File: src/rtl/acondicionador_senal_pkg.sv
// acondicionador_senal_pkg: filter state encodings and default parameter values shared by the conditioner blocks
`timescale 1ns/1ps
package acondicionador_senal_pkg;
  typedef enum logic [1:0] {
    BAJO      = 2'd0,
    VERIF_SUB = 2'd1,
    ALTO      = 2'd2,
    VERIF_BAJ = 2'd3
  } estado_t;
  localparam int N_SYNC_DEF   = 2;
  localparam int N_FILTRO_DEF = 4;
  localparam int TIMEOUT_DEF  = 50000;
endpackage

File: src/rtl/acondicionador_senal_sincronizador.sv
// sincronizador: generic N-flop synchroniser for asynchronous single-bit inputs
`timescale 1ns/1ps
module sincronizador #(
  parameter int N_SYNC = 2
) (
  input  logic clock,
  input  logic reset_n,
  input  logic d,
  output logic q
);
  logic [N_SYNC-1:0] ff;
  always_ff @(posedge clock or negedge reset_n)
    if (!reset_n) ff <= '0;
    else ff <= {ff[N_SYNC-2:0], d};
  assign q = ff[N_SYNC-1];
endmodule

File: src/rtl/acondicionador_senal.sv
// acondicionador_senal: synchronises and deglitches a raw input, emits edge strobes and a loss-of-signal flag
`timescale 1ns/1ps
module acondicionador_senal
  import acondicionador_senal_pkg::*;
#(
  parameter int N_SYNC         = N_SYNC_DEF,
  parameter int N_FILTRO       = N_FILTRO_DEF,
  parameter int TIMEOUT_CICLOS = TIMEOUT_DEF
) (
  input  logic clock,
  input  logic reset_n,
  input  logic i_signal,
  output logic o_signal,
  output logic o_flanco_sub,
  output logic o_flanco_baj,
  output logic o_sin_senal
);
  localparam int CW = $clog2(N_FILTRO) + 1;
  localparam int TW = $clog2(TIMEOUT_CICLOS + 1);
  logic s;
  estado_t st, st_n;
  logic [CW-1:0] cnt, cnt_n;
  logic [TW-1:0] tcnt, tcnt_n;
  logic sig_n, sub_n, baj_n, sin_n, acc;
  sincronizador #(.N_SYNC(N_SYNC)) u_sync (
    .clock(clock),
    .reset_n(reset_n),
    .d(i_signal),
    .q(s)
  );
  always_comb begin
    st_n  = st;
    cnt_n = cnt;
    sig_n = o_signal;
    sub_n = 1'b0;
    baj_n = 1'b0;
    case (st)
      BAJO:
        if (s) begin
          st_n  = VERIF_SUB;
          cnt_n = CW'(1);
        end
      VERIF_SUB:
        if (!s) st_n = BAJO;
        else if (cnt == CW'(N_FILTRO - 1)) begin
          st_n  = ALTO;
          sig_n = 1'b1;
          sub_n = 1'b1;
        end else cnt_n = cnt + 1'b1;
      ALTO:
        if (!s) begin
          st_n  = VERIF_BAJ;
          cnt_n = CW'(1);
        end
      VERIF_BAJ:
        if (s) st_n = ALTO;
        else if (cnt == CW'(N_FILTRO - 1)) begin
          st_n  = BAJO;
          sig_n = 1'b0;
          baj_n = 1'b1;
        end else cnt_n = cnt + 1'b1;
    endcase
    // Timeout saturates at TIMEOUT_CICLOS, so the flag stays set until an edge clears the count
    acc    = sub_n | baj_n;
    tcnt_n = acc ? '0 : (tcnt == TW'(TIMEOUT_CICLOS) ? tcnt : tcnt + 1'b1);
    sin_n  = !acc && tcnt_n == TW'(TIMEOUT_CICLOS);
  end
  always_ff @(posedge clock or negedge reset_n)
    if (!reset_n) begin
      st           <= BAJO;
      cnt          <= '0;
      tcnt         <= '0;
      o_signal     <= 1'b0;
      o_flanco_sub <= 1'b0;
      o_flanco_baj <= 1'b0;
      o_sin_senal  <= 1'b0;
    end else begin
      st           <= st_n;
      cnt          <= cnt_n;
      tcnt         <= tcnt_n;
      o_signal     <= sig_n;
      o_flanco_sub <= sub_n;
      o_flanco_baj <= baj_n;
      o_sin_senal  <= sin_n;
    end
endmodule

File: config.mk
export PLATFORM = sky130hd
export DESIGN_NAME = acondicionador_senal
export DESIGN_NICKNAME = d
export VERILOG_FILES = /design/src/rtl/acondicionador_senal_pkg.sv /design/src/rtl/acondicionador_senal_sincronizador.sv /design/src/rtl/acondicionador_senal.sv
export SDC_FILE = /design/constraint.sdc
export NUM_CORES = 1
export LEC_CHECK = 0
export CAP_MARGIN = 20
export CORE_UTILIZATION = 30
export CTS_BUF_LIST = sky130_fd_sc_hd__clkbuf_8
export DETAILED_ROUTE_END_ITERATION = 7
export DONT_BUFFER_PORTS = 1
export PLACE_DENSITY = 0.48
export SLEW_MARGIN = 15
export SYNTH_ARGS = -nofsm -noshare
export SYNTH_HDL_FRONTEND = slang
export SYNTH_SLANG_ARGS = --single-unit
File: constraint.sdc
create_clock -name clock -period 3.35 [get_ports clock]
set_input_delay 0.67 -clock clock [delete_from_list [all_inputs] [get_ports clock]]
set_output_delay 0.67 -clock clock [all_outputs]
set_load 0.005 [all_outputs]
==> flow_summary.json <==
{
  "worst_slew_pin_slew_ns": 0.394,
  "synthSimpleGateAreaFrac_pct": 28.0,
  "rsz0062_at_grt": "no",
  "cts.clk_slew.worst_paths_ns": 0.10,
  "layout.cells.non_filler": 212,
  "max_cap_viol_count": 0,
  "multi_input_area_sq_um": 766,
  "synth_cell_types": 41,
  "fp.dieW_um": 73.4,
  "avgRoutedWirePerCell_um": 13.3,
  "hpwl_mm": 1.98,
  "synth_seq_area_share_pct": 44.2,
  "end_kind": "flop",
  "final_cell_mix": "dfrtp_1 (27), nor2_1 (19), nand2_1 (10)",
  "path_cells": "nor4b_2, and4b_1, o211a_1, o22ai_1, a2111oi_2",
  "finalSetupViolations": 0,
  "cts.repair.resized": 0,
  "maxSlewViolCount": 0,
  "timing.hold.ws_ns": 0.0731,
  "cts_hold_buf": 0,
  "cts_inserted_buffers": 3,
  "status": "finished, final reports clean",
  "num-fill-cells": 506,
  "cts_tree": "done",
  "drt_iter0_markers": 73,
  "cts_root_buffer": "clkbuf_8",
  "p_per_area_nw_per_um2": 626,
  "die_h_um": 73.4,
  "vias_per_cell": 4.84,
  "drtAntennaViolNets": 0,
  "hold_path_class": "input pin to async pin",
  "required_ns": 3.52,
  "routed_wl_mm": 2.82,
  "critical-path-slowest-cell": "dfrtp_1",
  "critPathLaunchType": "flop",
  "synth_compound_gate_area_share_pct": 9.41,
  "clock_latency_ns": 0.28,
  "syn_inst": 148,
  "synth_area_sq_um": 1530,
  "ff2ff_setup_slack_ns": 1.34,
  "rows": 25,
  "grt_pass1_vias": 992,
  "ys_ff_latch": 27,
  "finalHoldViolCount": 0,
  "ys.flop_type": "dfrtp_1",
  "cellLeakagePower_uw": 0.000656,
  "synth_edf_count": 0,
  "clock_path_buffers": 2,
  "ir_drop_v": 0.000287,
  "drt-pass1-iter-count": 4,
  "finalCritPeriodShare_pct": 60.0,
  "fin_crit_ns": 2.01,
  "antenna_found_initial": 0,
  "syn_nets": 155,
  "r2r_end": "o_sin_senal",
  "fin_skew_ns": 0.00254,
  "grt_pass1_wl_mm": 4.85,
  "grt_max_degree": 28,
  "r2r-start": "tcnt[7]",
  "clock_sinks": 27,
  "p_total_uw": 1010,
  "post_cts_buffers": 0,
  "area_growth_pct": 5.24,
  "slowest_delay_ns": 0.53,
  "crit_fanout": 9,
  "h-tree-depth": 1,
  "start_util_pct": 31.7,
  "synth_top_family_by_area": "simple AND/OR/NAND/NOR gates",
  "core_sq_um": 4820,
  "grt_usage_pct": 12.0,
  "ios": 7,
  "final_common_cell": "dfrtp_1",
  "seqCellArea_sq_um": 676,
  "synth_fa_ha_area_share_pct": 3.27,
  "relSlewSlack_pct": 73.7,
  "fin_area_sq_um": 1610,
  "async_flop_share_pct": 100,
  "place.gp.congestion": 0.793,
  "drc": 0,
  "nets": 153,
  "num_antenna_cells": 0,
  "numPortBuffers": 0,
  "die_area_sq_um": 5390,
  "place_inst": 208,
  "r2r_cells": 5,
  "cp_data_arrival_time_ns": 2.18,
  "drive_above_1_share_pct": 11.7,
  "place_area_sq_um": 1560,
  "synth_xor_area_share_pct": 8.02,
  "synthMuxAreaShare_pct": 1.39,
  "grt_overflow_total": 0,
  "avgSynthCellArea_sq_um": 10.3,
  "max_freq_mhz": 497,
  "path_class": "flop to flop",
  "route.vias.total": 1026,
  "tns_ns": 0,
  "yosys_warnings": 0
}
worst max-delay path by stage:
| stage | start | to | slack, ns | cells past startpoint |
|---|---|---|---|---|
| 3_3_place_gp | tcnt[3] | o_sin_senal | 1.42 | 5 |
| 3_5_place_dp | tcnt[1] | o_sin_senal | 1.36 | 6 |
| 4_1_cts | tcnt[0] | o_sin_senal | 1.32 | 7 |
| 2_1_floorplan | tcnt[1] | o_sin_senal | 1.56 | 6 |
| 6_report | tcnt[7] | o_sin_senal | 1.34 | 5 |
| 5_1_grt | tcnt[1] | o_sin_senal | 1.16 | 6 |
registers in the layout, indices dropped and copies added, names as in the netlist, named ones only:
| name | count |
|---|---|
| tcnt | 16 |
| cnt | 3 |
| u_sync.ff | 2 |
| o_flanco_baj | 1 |
| o_flanco_sub | 1 |
| o_signal | 1 |
| o_sin_senal | 1 |
| st | 1 |
layer usage:
metal,global-route usage (%),routed length (um),share of wire (%)
met4,4.49,38,1.3
met1,16.2,1400,50
met5,0,0,0
met2,18.5,1270,45
met3,3.29,114,4.0
critical path, delay by kind of cell, from the launching register on:
family           cells  cell delay [ns]
AO/OA/AOI/OAI        3             0.60
AND/OR/NAND/NOR      2             0.76
flip-flops           1             0.53
cells in the mapped netlist, drive strengths merged, types with 4 or more instances:
master,count,share of area (%)
buf,5,3.3
dfrtp,27,44
ha,4,3.3
inv,7,1.7
nand2,10,2.5
nand3,8,5.1
nand4,4,2.0
nor2,19,4.7
nor3,8,2.9
o21a,4,2.0
o21ai,5,1.6
xnor2,8,4.6
xor2,6,3.4
cell families after synthesis:
kind of cell,Yosys count
fa+ha+maj,4
xor+xnor,14
simple gates,66
compound gates,20
buf+inv,15
flops,27
mux,2
where the power goes:
| group | switching (uW) | internal, uW | leakage (uW) |
|---|---|---|---|
| combinational | 170 | 133 | 0.000280 |
| sequential | 109 | 399 | 0.000351 |
| clock | 109 | 87.4 | 0.0000261 |
| total | 388 | 619 | 0.000656 |
per-stage QoR:
stage / setup WS [ns] / utilization [%]
finish: 1.34 / 33.4
floorplan: 1.56 / -
CTS: 1.32 / 33.4
detailed placement: 1.36 / 32.4
global placement: 1.42 / 32.4
global route: 1.16 / 33.4
final cells by class:
cell class                      instances  area share (%)
Clock buffer                            3            2.57
Clock inverter                          1           0.544
Inverter                                7            1.63
Multi-Input combinational cell        106            47.6
Sequential cell                        27            42.0
Tap cell                               67            5.21
Timing Repair Buffer                    1           0.467
Note: power is estimated with default switching activity, not from simulation.
